--- config.mk ---
export PLATFORM = sky130hd
export DESIGN_NAME = lfsr_par
export DESIGN_NICKNAME = d
export VERILOG_FILES = /design/src/rtl/lfsr_pkg.sv /design/src/rtl/lfsr_par.sv
export SDC_FILE = /design/constraint.sdc
export NUM_CORES = 1
export LEC_CHECK = 0
export CAP_MARGIN = 20
export CORE_MARGIN = 3
export CORE_UTILIZATION = 44
export CTS_CLUSTER_SIZE = 30
export DETAILED_ROUTE_END_ITERATION = 8
export PLACE_DENSITY = 0.81
export SETUP_SLACK_MARGIN = 0.15
export SLEW_MARGIN = 20
export SYNTH_ARGS = -nofsm -noshare
export SYNTH_HDL_FRONTEND = slang
export SYNTH_SLANG_ARGS = --single-unit
--- constraint.sdc ---
create_clock -name clk -period 2.2 [get_ports clk]
set_input_delay 0.33 -clock clk [delete_from_list [all_inputs] [get_ports clk]]
set_output_delay 0.33 -clock clk [all_outputs]
set_load 0.01 [all_outputs]
--- src/rtl/lfsr_pkg.sv ---
// Shared LFSR definitions: direction/mode tags and single-bit step functions
// for Fibonacci and Galois forms. Vectors are carried at LFSR_MAX_W and masked to the live width.
package lfsr_pkg;

  localparam int LFSR_MAX_W = 64;

  localparam logic [23:0] LFSR_DIR_MSB  = "MSB";
  localparam logic [23:0] LFSR_DIR_LSB  = "LSB";
  localparam logic [23:0] LFSR_MODE_FIB = "FIB";
  localparam logic [23:0] LFSR_MODE_GAL = "GAL";

  typedef logic [LFSR_MAX_W-1:0] lfsr_vec_t;

  typedef struct packed {
    lfsr_vec_t state;
    logic      out_bit;
  } lfsr_step_t;

  function automatic lfsr_vec_t lfsr_mask(input int unsigned w);
    return (w >= LFSR_MAX_W) ? '1 : ((lfsr_vec_t'(1) << w) - lfsr_vec_t'(1));
  endfunction

  // Fibonacci: feedback is the parity of the tapped bits, entering at the far end.
  function automatic lfsr_step_t lfsr_step_fib(input lfsr_vec_t   s,
                                               input lfsr_vec_t   taps,
                                               input int unsigned w,
                                               input logic        msb_dir,
                                               input logic        d);
    lfsr_step_t r;
    lfsr_vec_t  top;
    logic       fb;
    top       = lfsr_vec_t'(1) << (w - 1);
    fb        = (^(s & taps)) ^ d;
    r.out_bit = msb_dir ? |(s & top) : s[0];
    if (msb_dir) r.state = ((s << 1) | lfsr_vec_t'(fb)) & lfsr_mask(w);
    else         r.state = (s >> 1) | (fb ? top : '0);
    return r;
  endfunction

  // Galois: the leaving bit (plus din) re-enters and XORs the taps, excluding the entry position.
  function automatic lfsr_step_t lfsr_step_gal(input lfsr_vec_t   s,
                                               input lfsr_vec_t   taps,
                                               input int unsigned w,
                                               input logic        msb_dir,
                                               input logic        d);
    lfsr_step_t r;
    lfsr_vec_t  top;
    lfsr_vec_t  mask;
    logic       f;
    top       = lfsr_vec_t'(1) << (w - 1);
    mask      = lfsr_mask(w);
    r.out_bit = msb_dir ? |(s & top) : s[0];
    f         = r.out_bit ^ d;
    if (msb_dir)
      r.state = (((s << 1) | lfsr_vec_t'(f)) & mask)
                ^ (f ? (taps & mask & ~lfsr_vec_t'(1)) : '0);
    else
      r.state = ((s >> 1) | (f ? top : '0))
                ^ (f ? (taps & mask & ~top) : '0);
    return r;
  endfunction

endpackage

--- src/rtl/lfsr_par.sv ---
// Multi-bit LFSR producing STEP bits per transfer on a valid/ready stream,
// with a one-word output buffer, seed load and all-zero lockup detect/recovery.
module lfsr_par
  import lfsr_pkg::*;
#(
  parameter int             WIDTH        = 16,
  parameter logic [WIDTH-1:0] TAPS       = 16'hB400,
  parameter int             STEP         = 8,
  parameter logic [23:0]    DIR          = LFSR_DIR_MSB,
  parameter logic [23:0]    MODE         = LFSR_MODE_FIB,
  parameter logic [WIDTH-1:0] SEED       = WIDTH'(1),
  parameter bit             AUTO_RECOVER = 1'b1
) (
  input  logic             clk,
  input  logic             rst,
  input  logic             load,
  input  logic [WIDTH-1:0] seed_in,
  input  logic [STEP-1:0]  din,
  output logic             out_valid,
  input  logic             out_ready,
  output logic [STEP-1:0]  out_data,
  output logic [WIDTH-1:0] lfsr_state,
  output logic             lockup
);

  localparam logic      MSB_DIR  = (DIR == LFSR_DIR_MSB);
  localparam logic      GAL_MODE = (MODE == LFSR_MODE_GAL);
  localparam lfsr_vec_t TAPS_V   = lfsr_vec_t'(TAPS);

  if (WIDTH < 2 || WIDTH > LFSR_MAX_W) begin : g_err_width
    $error("lfsr_par: WIDTH out of range");
  end
  if (STEP < 1 || STEP > WIDTH) begin : g_err_step
    $error("lfsr_par: STEP must be 1..WIDTH");
  end
  if (SEED == '0) begin : g_err_seed
    $error("lfsr_par: SEED must be non-zero");
  end
  if (TAPS == '0) begin : g_err_taps
    $error("lfsr_par: TAPS must be non-zero");
  end
  if (DIR != LFSR_DIR_MSB && DIR != LFSR_DIR_LSB) begin : g_err_dir
    $error("lfsr_par: DIR must be MSB or LSB");
  end
  if (MODE != LFSR_MODE_FIB && MODE != LFSR_MODE_GAL) begin : g_err_mode
    $error("lfsr_par: MODE must be FIB or GAL");
  end

  logic [WIDTH-1:0] state_p1;
  logic [STEP-1:0]  data_p1;
  logic             vld_p1;

  logic [WIDTH-1:0] next_p0;
  logic [STEP-1:0]  bits_p0;
  logic             fill_p0;
  logic             recover_p0;

  // Stage p0: STEP chained single steps from the registered state, step 0 first.
  always_comb begin
    lfsr_step_t r;
    lfsr_vec_t  s;
    r       = '0;
    s       = lfsr_vec_t'(state_p1);
    bits_p0 = '0;
    for (int k = 0; k < STEP; k++) begin
      r = GAL_MODE ? lfsr_step_gal(s, TAPS_V, WIDTH, MSB_DIR, din[k])
                   : lfsr_step_fib(s, TAPS_V, WIDTH, MSB_DIR, din[k]);
      bits_p0[MSB_DIR ? (STEP - 1 - k) : k] = r.out_bit;
      s = r.state;
    end
    next_p0 = s[WIDTH-1:0];
  end

  assign lockup     = (state_p1 == '0);
  assign recover_p0 = AUTO_RECOVER && lockup;
  assign fill_p0    = !load && (!vld_p1 || out_ready);

  // Stage p1: state register and one-word output buffer; load and recovery flush the buffer.
  always_ff @(posedge clk) begin
    if (rst) begin
      state_p1 <= SEED;
      data_p1  <= '0;
      vld_p1   <= 1'b0;
    end else if (load) begin
      state_p1 <= seed_in;
      vld_p1   <= 1'b0;
    end else if (recover_p0) begin
      state_p1 <= SEED;
      vld_p1   <= 1'b0;
    end else if (fill_p0) begin
      state_p1 <= next_p0;
      data_p1  <= bits_p0;
      vld_p1   <= 1'b1;
    end
  end

  assign out_valid  = vld_p1;
  assign out_data   = data_p1;
  assign lfsr_state = state_p1;

endmodule

### Word level (Yosys, flattened, before mapping)

Index checks and enable logic that the tools add are counted.

| cells by class | value |
|---|---|
| bitwise gates (word level) | 18 |
| mux-type cells | 3 |
| reduce and logical (&&, ||, !) cells | 16 |

Operators with widths:

| operator | count |
|---|---|
| 64-bit XOR reduction | 8 |
| 16-bit by 1-bit OR with 16-bit output | 8 |
| 16-bit two-way mux | 3 |
| 16-bit zero test | 1 |
| 1-bit bitwise XOR | 8 |
| 3-bit AND reduction | 1 |
| 3-bit nonzero test | 1 |
| 3-bit OR reduction | 1 |
| 1-bit zero test | 2 |
| 1-bit inverter | 2 |
| 1-bit logical AND | 1 |
| 1-bit logical OR | 1 |

| storage, ports and cells | value |
|---|---|
| output and inout bits | 26 |
| bits in registers | 25 |
| input bits | 28 |
| word-level logic and storage cells | 40 |

### Depth between registers and ports, before layout

Gate-level depths: netlist of the first run.

| depth | value |
|---|---|
| depth after elaboration | 27 |
| gate-level depth with buffers | 7 |
| depth with buffers taken out | 6 |

### Worst setup path after synthesis of the first run

No wires, ideal clock.

| path | value |
|---|---|
| kind | reg-to-reg |
| from | register state_p1[8], in the netlist lfsr_state[8] |
| to | register data_p1[0], in the netlist out_data[0] |
| period minus slack after synthesis | 1.812 ns |
| path buffers | 0 |
| library setup time | 0.128 ns |
| data required time | 2.072 ns |
| path slack | 0.388 ns |
| data arrival time | 1.684 ns |
| cell stages (with the launch flop) | 7 |
| cell sequence | dfxtp_1 inv_1 ha_1 and4b_4 a311oi_4 mux2i_1 nor2_1 |

| between the ends | value |
|---|---|
| word-level cells in the longest chain between the ends | 7 |
| elaborated cells between the ends (all ways) | 10 |
| classes of those cells | 8 x bitwise; 2 x reduce/logical |

RTL lines:

| element | line | RTL |
|---|---|---|
| start: declaration | lfsr_par.sv:49 | `logic [WIDTH-1:0] state_p1;` |
| start signal: assignment | lfsr_par.sv:85 | `state_p1 <= seed_in;` |
| start signal: assignment | lfsr_par.sv:91 | `state_p1 <= next_p0;` |
| 16-bit by 1-bit OR with 16-bit output (7 in a row) | lfsr_pkg.sv:35 | `if (msb_dir) r.state = ((s << 1) \| lfsr_vec_t'(fb)) & lfsr_mask(w);` |
| end signal: assignment | lfsr_par.sv:92 | `data_p1 <= bits_p0;` |
| end: declaration | lfsr_par.sv:50 | `logic [STEP-1:0] data_p1;` |

Parallel ways exist; a longest one is shown, timed or not.
A chain may end at the register's enable or synchronous reset.

### Worst setup path in the final report of the first run

| path | value |
|---|---|
| from | register state_p1[12], in the netlist lfsr_state[12] |
| to | output lockup |

| between the ends | value |
|---|---|
| word-level cells in the longest chain between the ends | 1 |

RTL lines:

| element | line | RTL |
|---|---|---|
| 16-bit zero test | lfsr_par.sv:74 | `assign lockup = (state_p1 == '0);` |
| end: declaration | lfsr_par.sv:23 | `output logic lockup` |

Every way passes these cells.

==> impl_metrics.toml, run 1 <==
[status]
status = "complete, no violations"

[sta]
rsz0062_at_grt = "false"
tightest_slew_ns = 0.4794
fin_skew_ns = 0.01059
timing.final.crit_share = 0.8519
hold_violations = 0
slew_violations = 0
fin_crit_ns = 1.874
relSlewSlack = 0.6794
setup_tns_ns = 0
setup_violations = 0
max_freq_mhz = 533.6

[worst_setup_path]
r2r_start = "lfsr_state[7]"
critical_path_arrival_ns = 1.54
cp_max_fo = 5
critPathLaunchType = "flip-flop"
required_ns = 1.87
r2r_end = "out_data[3]"
reg2reg_depth = 8
cp-end-kind = "output pin"
r2r_setup_slack_ns = 0.38
worstSetupPathType = "flip-flop to output pin"

[synth]
synth_top_area_frac = 0.3384
ys_types = 31
ys_seq_area_frac = 0.3384
netlist_area_um2 = 1479
yosys.area.top_type = "dfxtp_1"
synth_area_leaders = "dfxtp_1 34%, nand2_1 7.9%, xnor2_1 7.1%"
syn_inst = 166
synth_seq_cells = 25
yosysWarningCount = 0
avgSynthCellArea_um2 = 8.909
syn_nets = 198

[floorplan]
die_h_um = 63.98
fp.coreArea_um2 = 3128
die_w_um = 63.98
ioPinCount = 54
start_util = 0.4728
dieArea_um2 = 4093
rows = 20

[min_path]
hold_depth = 2
holdPathEnd = "out_data[2]"
hold_path.class = "flip-flop to flip-flop"
min_from = "out_data[2]"

[global_route]
antenna_found_initial = 0
grt_pass1_vias = 1346
grt_overflow = 0
grt_util_all_layers = 0.2089
grt_pass1_wl_mm = 6.817
grt_max_degree = 28

[finish]
layout.cells.non_filler = 268
layout-drive-gt1-share = 0.1205
antenna_cells = 0
final_util = 0.6844
fin_nets = 257
fill_cells = 253
area_growth_syn_to_layout_pct = 44.75

[clock_tree]
cts_sinks = 25
clock_latency_ns = 0.33
cts_buffers = 3
path_clk_slew_ns = 0.16
cts_tree = "built"
cts_htree_levels = 1
clk_path_buf_depth = 2
cts_root_buf = "clkbuf_4"

[placed_design]
place.gp.congestion = 0.8774
portBuffers = 53
dp_hpwl_mm = 2.987
dp.cells = 262

[detailed_routing]
drc = 0
first_pass_iters = 4
vias_per_cell = 5.213
vias = 1397
ant_nets = 0
avgRoutedWirePerCell_um = 15.12
wirelength_mm = 4.051
drtIter0Drc = 78

[power]
power_density_nw_per_um2 = 575.0
peakVddDrop_mv = 0.4170
cellLeakagePower_nw = 0.8548

[job]
drv_cap = 0
==> how the worst max path moves through the flow <==
stage | start | to | slack, ns | cells after the start
after floorplan | lfsr_state[8] | out_data[0] | 0.39 | 6
after CTS | lfsr_state[12] | lockup | 0.16 | 5
after detailed placement | lfsr_state[6] | lockup | 0.18 | 5
after global placement | lfsr_state[6] | lockup | 0.21 | 5
after global routing | lfsr_state[12] | lockup | 0.22 | 5
final | lfsr_state[12] | lockup | 0.33 | 5
==> flip-flops by register name, indices dropped and copies added (netlist names) <==
name        cells
lfsr_state     16
out_data        8
out_valid       1
==> per-stage QoR <==
stage / worst slack [ns] / instance area (um^2) / hold slack (ns) / total power, mW
3_3_place_gp: 0.2076 / 2091 / 0.4736 / 0.9900
6_report: 0.3259 / 2141 / 0.5174 / 1.231
4_1_cts: 0.1624 / 2142 / 0.5128 / 1.238
5_1_grt: 0.2237 / 2141 / 0.5135 / 1.296
2_1_floorplan: 0.3882 / 1479 / 0.4660 / 0.8110
3_5_place_dp: 0.1803 / 2091 / 0.4838 / 0.9967
==> metal layers <==
| metal | share of wire | vias to the layer above | global-route usage |
|---|---|---|---|
| met5 | 0 | - | 0 |
| met4 | 0.0042 | 0 | 0.05121 |
| met3 | 0.041 | 2 | 0.02988 |
| met2 | 0.51 | 43 | 0.3613 |
| met1 | 0.44 | 666 | 0.2709 |
| li1 | - | 686 | - |
==> cell type report <==
cell class                      count  area (um^2)  share of cell area
Sequential cell                    25        509.2              0.2379
Clock inverter                      1        8.758            0.004091
Inverter                            8        30.03             0.01403
Multi-Input combinational cell    122        899.6              0.4202
Timing Repair Buffer               65        615.6              0.2876
Clock buffer                        3        22.52             0.01052
Tap cell                           44        55.05             0.02572
==> cells by family after synthesis <==
| group | after synthesis | synth area share |
|---|---|---|
| compound gates | 35 | 0.1760 |
| xor+xnor | 21 | 0.1624 |
| fa+ha+maj | 4 | 0.03384 |
| buf+inv | 19 | 0.05330 |
| flops | 25 | 0.3384 |
| mux | 8 | 0.05415 |
| simple gates | 54 | 0.1819 |
==> timing repair <==
action,CTS,global route
pin swaps,1,0
setup buffers,2,0
resized for setup,6,3
endpoints found under the setup margin,1,1
hold buffers,0,0
==> Yosys cell counts (all sizes together) <==
library cell / n
and3: 2
o21ai: 8
ha: 4
clkbuf: 6
xnor2: 12
nor4b: 1
mux2i: 8
nor2b: 2
and4b: 1
a311oi: 1
nor4: 3
buf: 5
dfxtp: 25
a211oi: 3
o21a: 1
xor2: 5
a21oi: 8
nor2: 12
nand2: 31
xor3: 1
a211o: 8
a221oi: 4
inv: 8
a31oi: 2
nand2b: 1
nor3: 1
xnor3: 3
==> cells in the final DEF (no fill, tap or decap), types with 2 or more instances in the layout <==
cell	synthesis	routed
a211o_1	8	8
a211oi_1	3	3
a21oi_1	8	8
a221oi_1	4	4
and3_1	2	2
buf_4	1	12
clkbuf_4	0	3
clkdlybuf4s50_1	0	52
dfxtp_1	25	20
dfxtp_2	0	4
ha_1	4	4
inv_1	8	8
mux2i_1	8	8
nand2_1	31	31
nor2_1	12	12
nor2b_1	2	2
nor4_1	2	2
o21ai_0	8	8
xnor2_1	12	12
xnor3_1	3	3
xor2_1	5	5
==> critical path: stages, from the launching register on <==
cell	delay, ns
dfxtp_4	0.39
inv_1	0.06
ha_1	0.14
and4b_4	0.28
and3_1	0.20
clkbuf_2	0.14
==> power by group <==
part / total, mW / leakage (nW) / internal, mW / switching [mW]
clock network: 0.229 / 0.0183 / 0.0741 / 0.155
registers: 0.542 / 0.208 / 0.491 / 0.0519
logic: 0.459 / 0.628 / 0.271 / 0.188
(Power assumes the default switching activity.)
==> run 2: changes to the inputs <==
CORE_MARGIN = unset   (was 3)
==> run 2 against run 1 <==
Effect of this change: sequential share of layout area fell by 0.069 points; register-to-register slack got worse by 0.06 ns; total power fell by 1.1%; critical path depth fell by 2; non-clock buffer count did not move; largest power group unchanged; hold slack got worse by 0.0043 ns; utilization rose by 0.20 points; setup slack got worse by 0.11 ns; maximum frequency fell by 5.5%; highest routed layer unchanged; combinational power barely moved.
==> impl_metrics.toml, run 2 (synthesized netlist as in run 1, its figures left out) <==
[global_route]
grt_util_all_layers = 0.2425
grt_max_degree = 19
grt_pass1_wl_mm = 6.437
antenna_found_initial = 0
grt_pass1_vias = 1433
grt_overflow = 0

[sta]
setup_slack_ns = 0.2170
slew_violations = 0
setup_violations = 0
max_freq_mhz = 504.3
hold_violations = 0
fin_skew_ns = 0.004847
fin_crit_ns = 1.983
holdWs_ns = 0.5131
relSlewSlack = 0.7072
rsz0062_at_grt = "false"
tightest_slew_ns = 0.4378
timing.final.crit_share = 0.9014
setup_tns_ns = 0

[placed_design]
portBuffers = 53
post-place-ws_ns = 0.1881
dp.cells = 263
place.gp.congestion = 0.8813
dp_hpwl_mm = 3.052
place_area_um2 = 2098

[worst_setup_path]
cp_max_fo = 5
critical_path_arrival_ns = 1.65
worstSetupPathType = "flip-flop to output pin"
required_ns = 1.87
cp-end-kind = "output pin"
critPathLaunchType = "flip-flop"

[power]
peakVddDrop_mv = 0.3423
power_density_nw_per_um2 = 566.8
cellLeakagePower_nw = 0.8516
power_mw = 1.217

[clock_tree]
clk_path_buf_depth = 2
path_clk_slew_ns = 0.15
cts_tree = "built"
cts_sinks = 25
hold_buffers = 0
cts_root_buf = "clkbuf_4"
cts_htree_levels = 1
clock_latency_ns = 0.33
cts_buffers = 3

[floorplan]
fp.coreArea_um2 = 3128
die_w_um = 59.98
dieArea_um2 = 3597
start_util = 0.4728
ioPinCount = 54
die_h_um = 59.98
rows = 20

[job]
drv_cap = 0

[detailed_routing]
vias = 1417
avgRoutedWirePerCell_um = 14.88
maxUsedRoutingLayer = "met4"
wl_met3_um = 133
vias_per_cell = 5.287
met2_length_mm = 2.033
first_pass_iters = 4
drc = 0
wirelength_mm = 3.987
m1WireLength_mm = 1.761
drtIter0Drc = 96
ant_nets = 0

[finish]
stdcell_area_um2 = 2147
fin_nets = 257
layout.cells.non_filler = 268
antenna_cells = 0
final_util = 0.6864
largest_reg_flops = 16
layout_common_cells = "52 x clkdlybuf4s50_1, 31 x nand2_1, 20 x dfxtp_1"
layout_commonest_cell = "clkdlybuf4s50_1"
layout-drive-gt1-share = 0.1205
area_growth_syn_to_layout_pct = 45.18

[min_path]
hold_path.class = "flip-flop to flip-flop"

[status]
status = "complete, no violations"
[run 2: changes by cell type in the layout (fill, tap and decap cells not counted)]
cell and delta:
clkbuf_2 -1, inv_6 -1, clkdlybuf4s15_1 +1, and3_1 -1, clkinv_2 +1, and3_4 +1
[run 2: layer usage]
| layer | global-route usage | vias up |
|---|---|---|
| li1 | - | 687 |
| met4 | 0.08638 | 0 |
| met3 | 0.02381 | 6 |
| met2 | 0.4460 | 35 |
| met1 | 0.2895 | 689 |
| met5 | 0 | - |
[run 2: area by class of cell]
class                      count  area, um^2
fill                         240       980.9
multi-input combinational    122       904.6
timing repair buffer          65       620.6
sequential                    25       509.2
tap                           44       55.05
inverter                       8       30.03
clock buffer                   3       22.52
clock inverter                 1       5.005
[run 2: power breakdown]
part           total (mW)  switching (mW)  internal, mW  leakage [nW]
Sequential          0.542          0.0510         0.491         0.208
Combinational       0.457           0.186         0.271         0.626
Clock               0.218           0.150        0.0682        0.0177
Total                1.22           0.387         0.830         0.852
[run 2: critical path, cell delays in order, from the launching register on]
cell             delay (ns)
dfxtp_1                0.41
nor4_4                 0.42
and3_4                 0.26
clkdlybuf4s15_1        0.24
[run 2: final timing paths]
kind            startpoint       endpoint  slack, ns  cells past startpoint
max          lfsr_state[4]         lockup       0.22                      3
min            out_data[7]    out_data[7]       0.51                      2
max reg2reg  lfsr_state[7]  lfsr_state[7]       0.32                      8
min reg2reg    out_data[7]    out_data[7]       0.51                      2
[run 2: what timing repair did]
action	4_1_cts	5_1_grt
buffers inserted	1	0
setup endpoints to repair	1	3
pin swaps	0	1
resized for setup	4	5
==> run 3: changes to the inputs <==
ABC_CLOCK_PERIOD_IN_PS = 2200   (was unset)
==> results of run 3 <==
Final layout, timing and power as in run 2 (identical DEF).
